File: src/rtl/seg7_reader.sv
// seg7_reader: debounces a 7-segment bus, decodes glyphs to BCD and checks the 0..9 count order.
// Define SEG7_READER_SEQ_CHECK_EN to enable out-of-order detection on seq_err.
module seg7_reader #(
    parameter int STABLE_CYCLES = 4
) (
    input  logic       clk,
    input  logic       reset,
    input  logic [6:0] segments,
    input  logic       err_clr,
    output logic [3:0] digit,
    output logic       digit_valid,
    output logic       wrap,
    output logic       locked,
    output logic       pattern_err,
    output logic       seq_err,
    output logic [7:0] tick_count
);
    typedef enum logic {UNLOCKED, LOCKED} state_t;
    localparam logic [3:0] STAB_MAX = 4'(STABLE_CYCLES);
    state_t state;
    logic [6:0] last_sample, acc_pattern;
    logic [3:0] stab_cnt, dec_digit;
    logic same, accept, blank, dec_valid;
    assign same   = segments == last_sample;
    assign accept = same && stab_cnt == STAB_MAX - 4'd1 && last_sample != acc_pattern;
    assign blank  = last_sample == 7'd0;
    assign locked = state == LOCKED;
    always_comb begin
        dec_valid = 1'b1;
        dec_digit = 4'd0;
        case (last_sample)
            7'b0111111: dec_digit = 4'd0;
            7'b0000110: dec_digit = 4'd1;
            7'b1011011: dec_digit = 4'd2;
            7'b1001111: dec_digit = 4'd3;
            7'b1100110: dec_digit = 4'd4;
            7'b1101101: dec_digit = 4'd5;
            7'b1111100: dec_digit = 4'd6;
            7'b0000111: dec_digit = 4'd7;
            7'b1111111: dec_digit = 4'd8;
            7'b1100111: dec_digit = 4'd9;
            default:    dec_valid = 1'b0;
        endcase
    end
`ifdef SEG7_READER_SEQ_CHECK_EN
    logic [3:0] next_digit;
    assign next_digit = digit == 4'd9 ? 4'd0 : digit + 4'd1;
`else
    assign seq_err = 1'b0;
`endif
    always_ff @(posedge clk) begin
        if (reset) begin
            state       <= UNLOCKED;
            last_sample <= 7'd0;
            acc_pattern <= 7'd0;
            stab_cnt    <= 4'd0;
            digit       <= 4'd0;
            digit_valid <= 1'b0;
            wrap        <= 1'b0;
            pattern_err <= 1'b0;
            tick_count  <= 8'd0;
`ifdef SEG7_READER_SEQ_CHECK_EN
            seq_err     <= 1'b0;
`endif
        end else begin
            digit_valid <= 1'b0;
            wrap        <= 1'b0;
            if (err_clr) begin
                pattern_err <= 1'b0;
`ifdef SEG7_READER_SEQ_CHECK_EN
                seq_err     <= 1'b0;
`endif
            end
            if (same) begin
                stab_cnt <= stab_cnt == STAB_MAX ? stab_cnt : stab_cnt + 4'd1;
            end else begin
                last_sample <= segments;
                stab_cnt    <= 4'd1;
            end
            // later assignments give error sets priority over err_clr
            if (accept) begin
                acc_pattern <= last_sample;
                if (!dec_valid && !blank) begin
                    pattern_err <= 1'b1;
                    state       <= UNLOCKED;
                end else if (dec_valid) begin
                    digit       <= dec_digit;
                    digit_valid <= 1'b1;
                    tick_count  <= tick_count + 8'd1;
                    state       <= LOCKED;
                    if (state == LOCKED && digit == 4'd9 && dec_digit == 4'd0)
                        wrap <= 1'b1;
`ifdef SEG7_READER_SEQ_CHECK_EN
                    if (state == LOCKED && dec_digit != next_digit)
                        seq_err <= 1'b1;
`endif
                end
            end
        end
    end
endmodule

File: config.mk
export PLATFORM = sky130hd
export DESIGN_NAME = seg7_reader
export DESIGN_NICKNAME = d
export VERILOG_FILES = /design/src/rtl/seg7_reader.sv
export SDC_FILE = /design/constraint.sdc
export NUM_CORES = 1
export LEC_CHECK = 0
export CORE_ASPECT_RATIO = 1.2
export CORE_MARGIN = 1
export CORE_UTILIZATION = 36
export DETAILED_ROUTE_END_ITERATION = 10
export SETUP_SLACK_MARGIN = 0.02
export SLEW_MARGIN = 15
export SYNTH_ARGS = -nofsm -noshare
export SYNTH_HDL_FRONTEND = slang
export SYNTH_SLANG_ARGS = --single-unit
File: constraint.sdc
create_clock -name clk -period 2.37 [get_ports clk]
set_input_delay 0.711 -clock clk [delete_from_list [all_inputs] [get_ports clk]]
set_output_delay 0.711 -clock clk [all_outputs]
set_load 0.02 [all_outputs]
==> reports/metrics.yaml <==
power_and_ir_drop:
  pwr-share-seq: 0.504
  p_per_area_mw_per_mm2: 476
  power_frac_comb: 0.117
  switching_share: 0.251
  p_clk_frac: 0.379
  p_sw_mw: 0.295
  peakVddDrop_v: 0.000255
  p_int_mw: 0.877
  power_mw: 1.17
  p_leak_nw: 0.948
logic_synthesis:
  synth_area_sq_mm: 0.00195
  ys_ff_latch: 34
  ys_seq_area_frac: 0.349
  ys_types: 46
  synthMostInstantiatedCell: "dfxtp_1"
  yosysTopAreaCellShare: 0.349
  netlist_instances: 208
  async_flop_share: 0
  synth_edf_count: 0
  ys.flop_type: "dfxtp_1"
  ys_warn_count: 0
  synthTopCellsByArea: "dfxtp_1 (35%), xor2_1 (4.9%), mux2i_1 (4.6%)"
  ys_top_cells_by_count: "dfxtp_1 (34), nor2_1 (18), nor2b_1 (14)"
  syn_avg_cell_area_sq_um: 9.37
  syn_nets: 221
  yosysTopAreaCell: "dfxtp_1"
timing:
  timing.fmax_mhz: 435
  setup-violations-final: 0
  setup_ws_ns: 0.0718
  finClkSkew_ns: 0.00430
  rsz0062_at_grt: "false"
  fin_hold_ws_ns: 0.497
  slew_headroom: 0.492
  finalMaxSlewViolations: 0
  final-hold-violation-count: 0
  fin_crit_ns: 2.30
  fin_crit_sh: 0.970
  worst_pin_slew_ns: 0.761
floorplanning:
  core_sq_mm: 0.00526
  start_util: 0.371
  num_rows: 29
  die_area_sq_mm: 0.00571
  ioPinCount: 27
  die_y_um: 82.6
  die_x_um: 69.2
global_route:
  grt_pass1_wl_mm: 7.26
  antenna_found_initial: 0
  grt.busiest_layer: "met2"
  grtUsageTotal: 0.160
  use_met2: 0.273
  grt_use_met3: 0.0328
  gr-total-overflow: 0
  grt_max_degree: 44
  grt_pass1_vias: 1527
  grtUsageMet1: 0.200
finish:
  fill_cells: 491
  diodes: 0
  area_delta_synth_final_pct: 26.3
  stdcell_count: 306
  num-nets-final: 256
  fin_util: 0.468
  drive_above_1_share: 0.201
detailed_routing:
  ant_nets: 0
  drt_first_iter_violations: 64
  firstDrtPassIters: 4
  totalWireLength_mm: 4.30
  via_count: 1615
  drc: 0
  vias_per_cell: 5.28
  wire_per_inst_um: 14.0
clocking:
  cts_tree: "built"
  clkLatencyLatePin_ns: 0.29
  cts_root_buffer: "clkbuf_8"
  cts_buffers: 5
  clock_path_buffers: 2
  htree_levels: 2
  holdBufCountCts: 0
  cts.sinks: 34
  cts.reportedPaths.clkPinSlew_ns: 0.07
run_status:
  run_status: "finished clean"
setup_path:
  r2r_slack_ns: 0.11
  startpoint_type: "input port"
  rr_endpoint: "tick_count[3]"
  timing.rr.start: "last_sample[4]"
  end_kind: "flop"
  path_class: "in2reg"
  worstPathArrival_ns: 2.52
  required_ns: 2.59
  r2r_cells: 6
  crit_fanout: 7
placed_design:
  place_congestion: 0.721
  io_buffers: 25
  dp_hpwl_mm: 2.91
  dp.cells: 295
  pre_cts_ws_ns: -0.533
worst_hold_path:
  holdPathStages: 2
  hold_end: "wrap"
  hp-class: "reg2reg"
  worstHoldStart: "digit[0]"
run:
  cap_violations: 0
## metal layers
layer,vias up,wire (um)
met5,-,0
met4,0,68
li1,814,-
met1,766,2030
met2,29,2070
met3,6,129
## state kept, by name, summed over array words and instances, names as in the netlist
name         count
tick_count       8
acc_pattern      7
last_sample      7
digit            4
stab_cnt         4
digit_valid      1
locked           1
pattern_err      1
wrap             1
## cell families after synthesis
group                      count (synthesis)  share of synthesized area
and+or+nand+nor                           97                      0.315
DFF                                       34                      0.349
adders and majority gates                  3                     0.0193
other                                      1                    0.00192
buffers and inverters                     17                     0.0507
AOI/OAI and AO/OA                         22                     0.0976
muxes                                     15                     0.0809
xor gates and xnor gates                  19                     0.0854
## layout by cell type (no fill, tap or decap), types with 7 or more instances in the layout
| master | instances |
|---|---|
| dfxtp_1 | 33 |
| clkdlybuf4s50_1 | 21 |
| nor2_1 | 18 |
| buf_4 | 15 |
| nor2b_1 | 14 |
| xor2_1 | 11 |
| mux2i_1 | 9 |
| xnor2_1 | 8 |
| nand3_1 | 8 |
| nand2_1 | 7 |
## worst max-delay path by stage
| stage | startpoint | endpoint | cells past startpoint |
|---|---|---|---|
| floorplan | segments[1] | tick_count[2] | 5 |
| global placement | segments[1] | digit[1] | 7 |
| detailed placement | segments[1] | wrap | 7 |
| CTS | last_sample[3] | tick_count[7] | 5 |
| global route | segments[2] | digit[1] | 8 |
| finish | segments[0] | digit[1] | 8 |
## layout make-up
type,count,area (sq um),share of cell area
multi-input cells,158,1210,0.493
clock inverters,1,5.00,0.00203
flip-flops and latches,34,682,0.277
clock buffers,7,86.3,0.0351
well taps,62,77.6,0.0315
inverters,2,7.51,0.00305
repair buffers,42,389,0.158
## what timing repair did
item                                    4_1_cts  5_1_grt
gates resized for setup                       8        4
gates cloned                                  1        0
endpoints found under the setup margin       14        6
pin swaps                                     4        1
hold endpoints to repair                      0        0
buffers inserted                              1        1
## power groups by stage
stage | combinational (mW) | sequential [mW] | clock (mW)
after floorplan | 0.0911 | 0.596 | 0
after global placement | 0.131 | 0.603 | 0
after detailed placement | 0.133 | 0.603 | 0
after CTS | 0.133 | 0.590 | 0.458
after global routing | 0.148 | 0.591 | 0.485
final | 0.137 | 0.590 | 0.444
## worst max-delay path, stage by stage
cell and delay [ns]:
dlygate4sd2_1 0.25, xor2_1 0.15, nor4_2 0.38, buf_4 0.18
nand4_1 0.09, buf_6 0.16, or4_4 0.47, a21oi_2 0.12
## per-stage QoR
step | TNS, ns | instance area, sq um
2_1_floorplan | 0 | 1950
3_3_place_gp | -5.91 | 2310
3_5_place_dp | -7.17 | 2310
4_1_cts | 0 | 2440
5_1_grt | 0 | 2460
6_report | 0 | 2460
No activity file was read; power rests on OpenSTA's default activity.
